### src/rtl/rs_dec_syndrome.sv
// RS(32,28) CIRC syndrome calculator. It evaluates the received polynomial at alpha^0..alpha^3
// with Horner's rule over GF(2^8) (poly 0x11D) and presents S0..S3 once per completed frame.
module rs_dec_syndrome #(
   parameter int N_SYM = 32
) (
   input  logic       i_clk,
   input  logic       i_res,
   input  logic [7:0] i_sym,
   input  logic       i_sym_valid,
   input  logic       i_frame_start,
   input  logic       i_dec_ready,
   output logic [7:0] o_s0,
   output logic [7:0] o_s1,
   output logic [7:0] o_s2,
   output logic [7:0] o_s3,
   output logic       o_synd_sync,
   output logic       o_synd_nz,
   output logic       o_overrun,
   output logic       o_frame_err
);

   localparam int CNT_W = $clog2(N_SYM);
   localparam logic [CNT_W-1:0] LAST_CNT = CNT_W'(N_SYM - 1);

   // One shift-reduce step by alpha modulo x^8+x^4+x^3+x^2+1.
   function automatic logic [7:0] mul_alpha(input logic [7:0] x);
      return {x[6:0], 1'b0} ^ (x[7] ? 8'h1D : 8'h00);
   endfunction

   logic [7:0]       acc_q [4];
   logic [7:0]       acc_d [4];
   logic [7:0]       acc_nxt [4];
   logic [7:0]       s_q [4];
   logic [7:0]       s_d [4];
   logic [CNT_W-1:0] cnt_q, cnt_d;
   logic             in_frame_q, in_frame_d;
   logic             sync_q, sync_d;
   logic             nz_q, nz_d;
   logic             overrun_q, overrun_d;
   logic             frame_err_q, frame_err_d;

   always_comb begin
      acc_nxt[0] = acc_q[0] ^ i_sym;
      acc_nxt[1] = mul_alpha(acc_q[1]) ^ i_sym;
      acc_nxt[2] = mul_alpha(mul_alpha(acc_q[2])) ^ i_sym;
      acc_nxt[3] = mul_alpha(mul_alpha(mul_alpha(acc_q[3]))) ^ i_sym;
   end

   always_comb begin
      // NOTE: every variable gets a hold/idle default first, so no path can infer a latch.
      acc_d       = acc_q;
      s_d         = s_q;
      cnt_d       = cnt_q;
      in_frame_d  = in_frame_q;
      nz_d        = nz_q;
      sync_d      = 1'b0;
      overrun_d   = 1'b0;
      frame_err_d = 1'b0;

      if (i_sym_valid) begin
         if (i_frame_start) begin
            // A start inside a frame discards the partial frame and restarts at r31.
            for (int j = 0; j < 4; j++) acc_d[j] = i_sym;
            cnt_d       = CNT_W'(1);
            in_frame_d  = 1'b1;
            frame_err_d = in_frame_q;
         end else if (in_frame_q) begin
            acc_d = acc_nxt;
            if (cnt_q == LAST_CNT) begin
               s_d        = acc_nxt;
               nz_d       = |{acc_nxt[0], acc_nxt[1], acc_nxt[2], acc_nxt[3]};
               sync_d     = 1'b1;
               overrun_d  = ~i_dec_ready;
               in_frame_d = 1'b0;
               cnt_d      = '0;
            end else begin
               cnt_d = cnt_q + CNT_W'(1);
            end
         end else begin
            frame_err_d = 1'b1;
         end
      end
   end

   // NOTE: sequential state uses non-blocking assignments only, so every flop samples pre-edge values.
   always_ff @(posedge i_clk) begin
      if (i_res) begin
         for (int j = 0; j < 4; j++) begin
            acc_q[j] <= '0;
            s_q[j]   <= '0;
         end
         cnt_q       <= '0;
         in_frame_q  <= 1'b0;
         sync_q      <= 1'b0;
         nz_q        <= 1'b0;
         overrun_q   <= 1'b0;
         frame_err_q <= 1'b0;
      end else begin
         acc_q       <= acc_d;
         s_q         <= s_d;
         cnt_q       <= cnt_d;
         in_frame_q  <= in_frame_d;
         sync_q      <= sync_d;
         nz_q        <= nz_d;
         overrun_q   <= overrun_d;
         frame_err_q <= frame_err_d;
      end
   end

   assign o_s0        = s_q[0];
   assign o_s1        = s_q[1];
   assign o_s2        = s_q[2];
   assign o_s3        = s_q[3];
   assign o_synd_sync = sync_q;
   assign o_synd_nz   = nz_q;
   assign o_overrun   = overrun_q;
   assign o_frame_err = frame_err_q;

endmodule

### config.mk
export PLATFORM = sky130hd
export DESIGN_NAME = rs_dec_syndrome
export DESIGN_NICKNAME = d
export VERILOG_FILES = /design/src/rtl/rs_dec_syndrome.sv
export SDC_FILE = /design/constraint.sdc
export NUM_CORES = 1
export LEC_CHECK = 0
export BUFFER_PORTS_ARGS = -buffer_cell sky130_fd_sc_hd__buf_4
export CORE_ASPECT_RATIO = 0.7
export CORE_MARGIN = 1.5
export CORE_UTILIZATION = 45
export CTS_CLUSTER_DIAMETER = 100
export DETAILED_ROUTE_END_ITERATION = 10
export PLACE_DENSITY = 0.7
export SKIP_LAST_GASP = 1
export SLEW_MARGIN = 20
export SYNTH_ARGS = -nofsm -noshare
export SYNTH_HDL_FRONTEND = slang
export SYNTH_SLANG_ARGS = --single-unit
### constraint.sdc
create_clock -name i_clk -period 2.5 [get_ports i_clk]
set_input_delay 0.125 -clock i_clk [delete_from_list [all_inputs] [get_ports i_clk]]
set_output_delay 0.125 -clock i_clk [all_outputs]
set_load 0.05 [all_outputs]
==> key figures <==
Timing
  – Transition time at the pin with the least slew margin: slightly below 0.8 ns
  – Final-report max-slew violation count: 0
  – Timing-limited maximum frequency: 0.4364 GHz
  – Final worst-path cycle share: around nine tenths
  – Minimum setup slack in the final design: 0.2087 ns
  – Unrepaired setup endpoints after global routing: false
  – Setup-violating endpoint count in the final report: 0
  – Slew HR: between 40% and 50%
  – Clock skew: just under 0.007 ns
  – Hold Worst Slack: roughly 0.095 ns
  – Count of endpoints failing hold in the final timing report: 0
  – Final period demand of the worst path: approximately 2.3 ns
  – Setup Total Neg Slack: 0 ns

Setup path
  – Maximum fanout along the worst path: 7
  – Reg-to-reg startpoint: cnt_q[0]$_SDFFE_PP0P_
  – Required time at the worst-slack endpoint: 2.68 ns
  – CP Launch Point: cnt_q[0]$_SDFFE_PP0P_
  – Critical path class: reg -> reg
  – Category of the worst setup path launch point: register
  – Endpoint of the most critical register-to-register path: o_synd_nz$_SDFFE_PP0P_
  – Data arrival, critical path: approximately 2.5 ns
  – R2r worst-path depth: 8
  – Critical path endpoint: o_synd_nz$_SDFFE_PP0P_
  – Endpoint type of the worst setup path: register
  – Register-to-register setup slack: between 0.2 and 0.25 ns

Placed design
  – HPWL reported at the end of detailed placement: slightly below 6000 µm
  – Global placement routability congestion: 0.7973
  – Setup WS pre-CTS: 0.2201 ns
  – Input/output buffers: 48

GRT
  – GRT Residual Overflow: 0
  – Wire length of the first global-routing pass: between 10,000 and 15,000 µm
  – Via count of the first global-routing pass: ~2,900
  – Antenna violations before repair: 0
  – Largest net degree at the start of global routing: between 70 and 80
  – Global-route total usage across every layer: between 20% and 30%

Yosys
  – Share of synthesized area occupied by flip-flops and latches: 39.76%
  – Number of enable flip-flop cells after synthesis: 0
  – Mean instance size in the synthesized netlist: roughly 8.3 µm²
  – Mapped Cells: 450
  – Proportion of register bits with asynchronous set or reset after synthesis: 0%
  – Number of unique standard cell types used by synthesis: 38
  – Number of storage elements in the synthesis netlist: 74
  – Netlist area before placement: 3726 µm²
  – Number of warnings printed during yosys synthesis: 0
  – Number of nets produced by synthesis: 466
  – Main flop type after synthesis: sky130_fd_sc_hd__dfxtp_1

Floorplan
  – I/O pins: between 40 and 50
  – DIE AREA: around 9000 µm²
  – Die Height: approximately 79 µm
  – Placeable core region: approximately 7900 µm²
  – X dimension of the die: around 110 µm
  – Num rows: 27
  – Effective utilization at floorplan: 46.93%

Cells and area
  – Area used by sequential logic in the layout: 1481 µm²
  – Number of diodes added for antenna fixing: 0
  – Layout cells sized above 1: roughly 16%
  – Count of nets after finishing: between 400 and 500
  – Area overhead of the layout relative to synthesis: 20.42%
  – Post-Route Utilization: between 50% and 60%
  – Final-layout fill cell count: slightly above 700
  – Total area of multi-input combinational cells: 2082 µm²

Power
  – Power per cell area: ~720 nW/µm²
  – Pleak: between 1.5 and 2 nW
  – Sw frac: around a quarter
  – Proportion of power drawn by combinational gates: 14.2%
  – Switching power: just over 800 µW
  – VDD IR-drop max: about 420 µV
  – Relative contribution of the clock network to total power: between 40% and 50%
  – Internal power contribution: ~2.4 mW
  – Register share of total power: 40.1%

CTS
  – CTS tree: built
  – CTS sink count: 74
  – Setup fix buffers added after clock tree synthesis: 0
  – Total clock buffers created by CTS: 9
  – Clk Tree Root Cell: sky130_fd_sc_hd__clkbuf_16
  – Number of buffers between clock root and the deepest sink: 2
  – Clock insertion delay at the later pin of the skew report: 0.33 ns
  – Number of hold buffers added after CTS: 1
  – Max H-tree Level: 3
  – Post-cts resize count: 0
  – Clock-pin slew of the registers on the worst-case setup and hold paths: approximately 0.06 ns

Status
  – Run status: complete, no violations

Job
  – Max Cap Viol: 0

Detailed routing
  – Post-detailed-route count of antenna-violating nets: 0
  – Drt drc: 0
  – Number of vias per cell: roughly 5.5
  – Initial detailed-routing violation count: around 140
  – Average wire per standard cell: ~15 µm
  – Number of optimization iterations in the first detailed-route pass: 4
  – Routed wire length: about 9000 µm
  – Total vias in the final route: approximately 3,200

Hold path
  – Number of cells on the worst hold path: 2
  – Min-delay worst type: in -> reg
worst max-delay path: stages, from the launching register on:
cell                       delay, ns
sky130_fd_sc_hd__dfxtp_1        0.39
sky130_fd_sc_hd__ha_1           0.21
sky130_fd_sc_hd__and3_1         0.17
sky130_fd_sc_hd__ha_1           0.28
sky130_fd_sc_hd__nand4b_1       0.16
sky130_fd_sc_hd__a211o_1        0.30
sky130_fd_sc_hd__nor4_1         0.29
sky130_fd_sc_hd__nor4b_2        0.25
sky130_fd_sc_hd__a211oi_1       0.10
metrics by stage:
step | power [mW] | cells | instance area (µm²)
floorplan | 1.653 | 450 | 3726
global placement | 1.754 | 566 | 4134
detailed placement | 1.763 | 566 | 4134
CTS | 3.234 | 583 | 4487
global route | 3.347 | 583 | 4487
finish | 3.216 | 583 | 4487
cell type report:
| cell class | count | share of cell area, % |
|---|---|---|
| clock inverter | 7 | 2.621 |
| timing repair buffer | 57 | 9.872 |
| clock buffer | 9 | 5.020 |
| inverter | 3 | 0.2510 |
| multi-input combinational | 332 | 46.40 |
| tap | 101 | 2.817 |
| sequential | 74 | 33.02 |
cells by family (layout without fill, tap and decap cells):
logic type / after synthesis / after routing / synth area share, %
multiplexers: 2 / 2 / 0.5373
AO/OA/AOI/OAI: 104 / 104 / 18.44
adder cells (fa/ha/maj): 3 / 3 / 1.007
flip-flops: 74 / 74 / 39.76
XOR/XNOR: 67 / 67 / 15.75
AND/OR/NAND/NOR: 156 / 156 / 19.78
buffers and inverters: 44 / 76 / 4.735
power by group through the flow:
stage | Clock [mW] | Sequential [mW] | Combinational, mW
5_1_grt | 1.55 | 1.30 | 0.501
3_3_place_gp | 0 | 1.31 | 0.444
6_report | 1.47 | 1.29 | 0.456
4_1_cts | 1.49 | 1.29 | 0.456
3_5_place_dp | 0 | 1.31 | 0.450
2_1_floorplan | 0 | 1.29 | 0.365
cell usage after synthesis (4+ instances only):
cell type	count	share of area, %
sky130_fd_sc_hd__dfxtp_1	74	40
sky130_fd_sc_hd__nor3_1	8	1.1
sky130_fd_sc_hd__nand2_1	32	3.2
sky130_fd_sc_hd__nand4_1	4	0.67
sky130_fd_sc_hd__nand3_1	6	0.81
sky130_fd_sc_hd__xor2_1	11	2.6
sky130_fd_sc_hd__nor2_1	68	6.9
sky130_fd_sc_hd__clkbuf_1	35	3.5
sky130_fd_sc_hd__nor2b_1	13	2.2
sky130_fd_sc_hd__a211oi_1	38	7.7
sky130_fd_sc_hd__a311oi_1	7	1.6
sky130_fd_sc_hd__and3_1	5	0.84
sky130_fd_sc_hd__o21ai_0	25	3.4
sky130_fd_sc_hd__a22oi_1	9	1.8
sky130_fd_sc_hd__a21oi_1	16	2.1
sky130_fd_sc_hd__xnor2_1	56	13
sky130_fd_sc_hd__or3_1	4	0.67
sequential cells by signal, indices dropped and copies added, names as in the netlist:
name / cells
acc_q: 32
cnt_q: 5
in_frame_q: 1
o_frame_err: 1
o_overrun: 1
o_s0: 8
o_s1: 8
o_s2: 8
o_s3: 8
o_synd_nz: 1
o_synd_sync: 1
cell usage in the layout, fill, tap and decap left out, types with 2 or more instances in the layout:
cell,instances
sky130_fd_sc_hd__dfxtp_1,74
sky130_fd_sc_hd__nor2_1,68
sky130_fd_sc_hd__xnor2_1,56
sky130_fd_sc_hd__buf_4,55
sky130_fd_sc_hd__a211oi_1,38
sky130_fd_sc_hd__nand2_1,32
sky130_fd_sc_hd__o21ai_0,25
sky130_fd_sc_hd__a21oi_1,16
sky130_fd_sc_hd__nor2b_1,12
sky130_fd_sc_hd__xor2_1,11
sky130_fd_sc_hd__a22oi_1,9
sky130_fd_sc_hd__clkbuf_16,9
sky130_fd_sc_hd__nor3_1,8
sky130_fd_sc_hd__a311oi_1,7
sky130_fd_sc_hd__nand3_1,6
sky130_fd_sc_hd__and3_1,5
sky130_fd_sc_hd__nand4_1,4
sky130_fd_sc_hd__or3_1,4
sky130_fd_sc_hd__inv_1,3
sky130_fd_sc_hd__nor4_1,3
sky130_fd_sc_hd__o22ai_1,3
sky130_fd_sc_hd__o211ai_1,3
sky130_fd_sc_hd__ha_1,3
sky130_fd_sc_hd__bufinv_16,3
sky130_fd_sc_hd__nand4b_1,2
sky130_fd_sc_hd__o2111ai_1,2
sky130_fd_sc_hd__nor3b_1,2
sky130_fd_sc_hd__mux2i_1,2
sky130_fd_sc_hd__or4_1,2
sky130_fd_sc_hd__clkinv_2,2
sky130_fd_sc_hd__clkinv_4,2
how the worst min path moves through the flow:
stage                                  end  slack [ns]        start
floorplan             o_overrun$_SDFF_PP0_        0.20  i_dec_ready
global placement      o_overrun$_SDFF_PP0_        0.29  i_dec_ready
detailed placement    o_overrun$_SDFF_PP0_        0.29  i_dec_ready
CTS                 o_frame_err$_SDFF_PP0_        0.09  i_sym_valid
global route        o_frame_err$_SDFF_PP0_        0.11  i_sym_valid
finish              o_frame_err$_SDFF_PP0_         0.1  i_sym_valid
layer usage:
layer | up-vias | wire length (µm) | global-route usage, %
met2 | 68 | 4068 | 32.20
met5 | - | 0 | 0
met3 | 9 | 552 | 5.344
met4 | 0 | 91 | 5.443
met1 | 1497 | 4122 | 28.59
li1 | 1620 | - | -
Note: power is estimated with default switching activity, not from simulation.
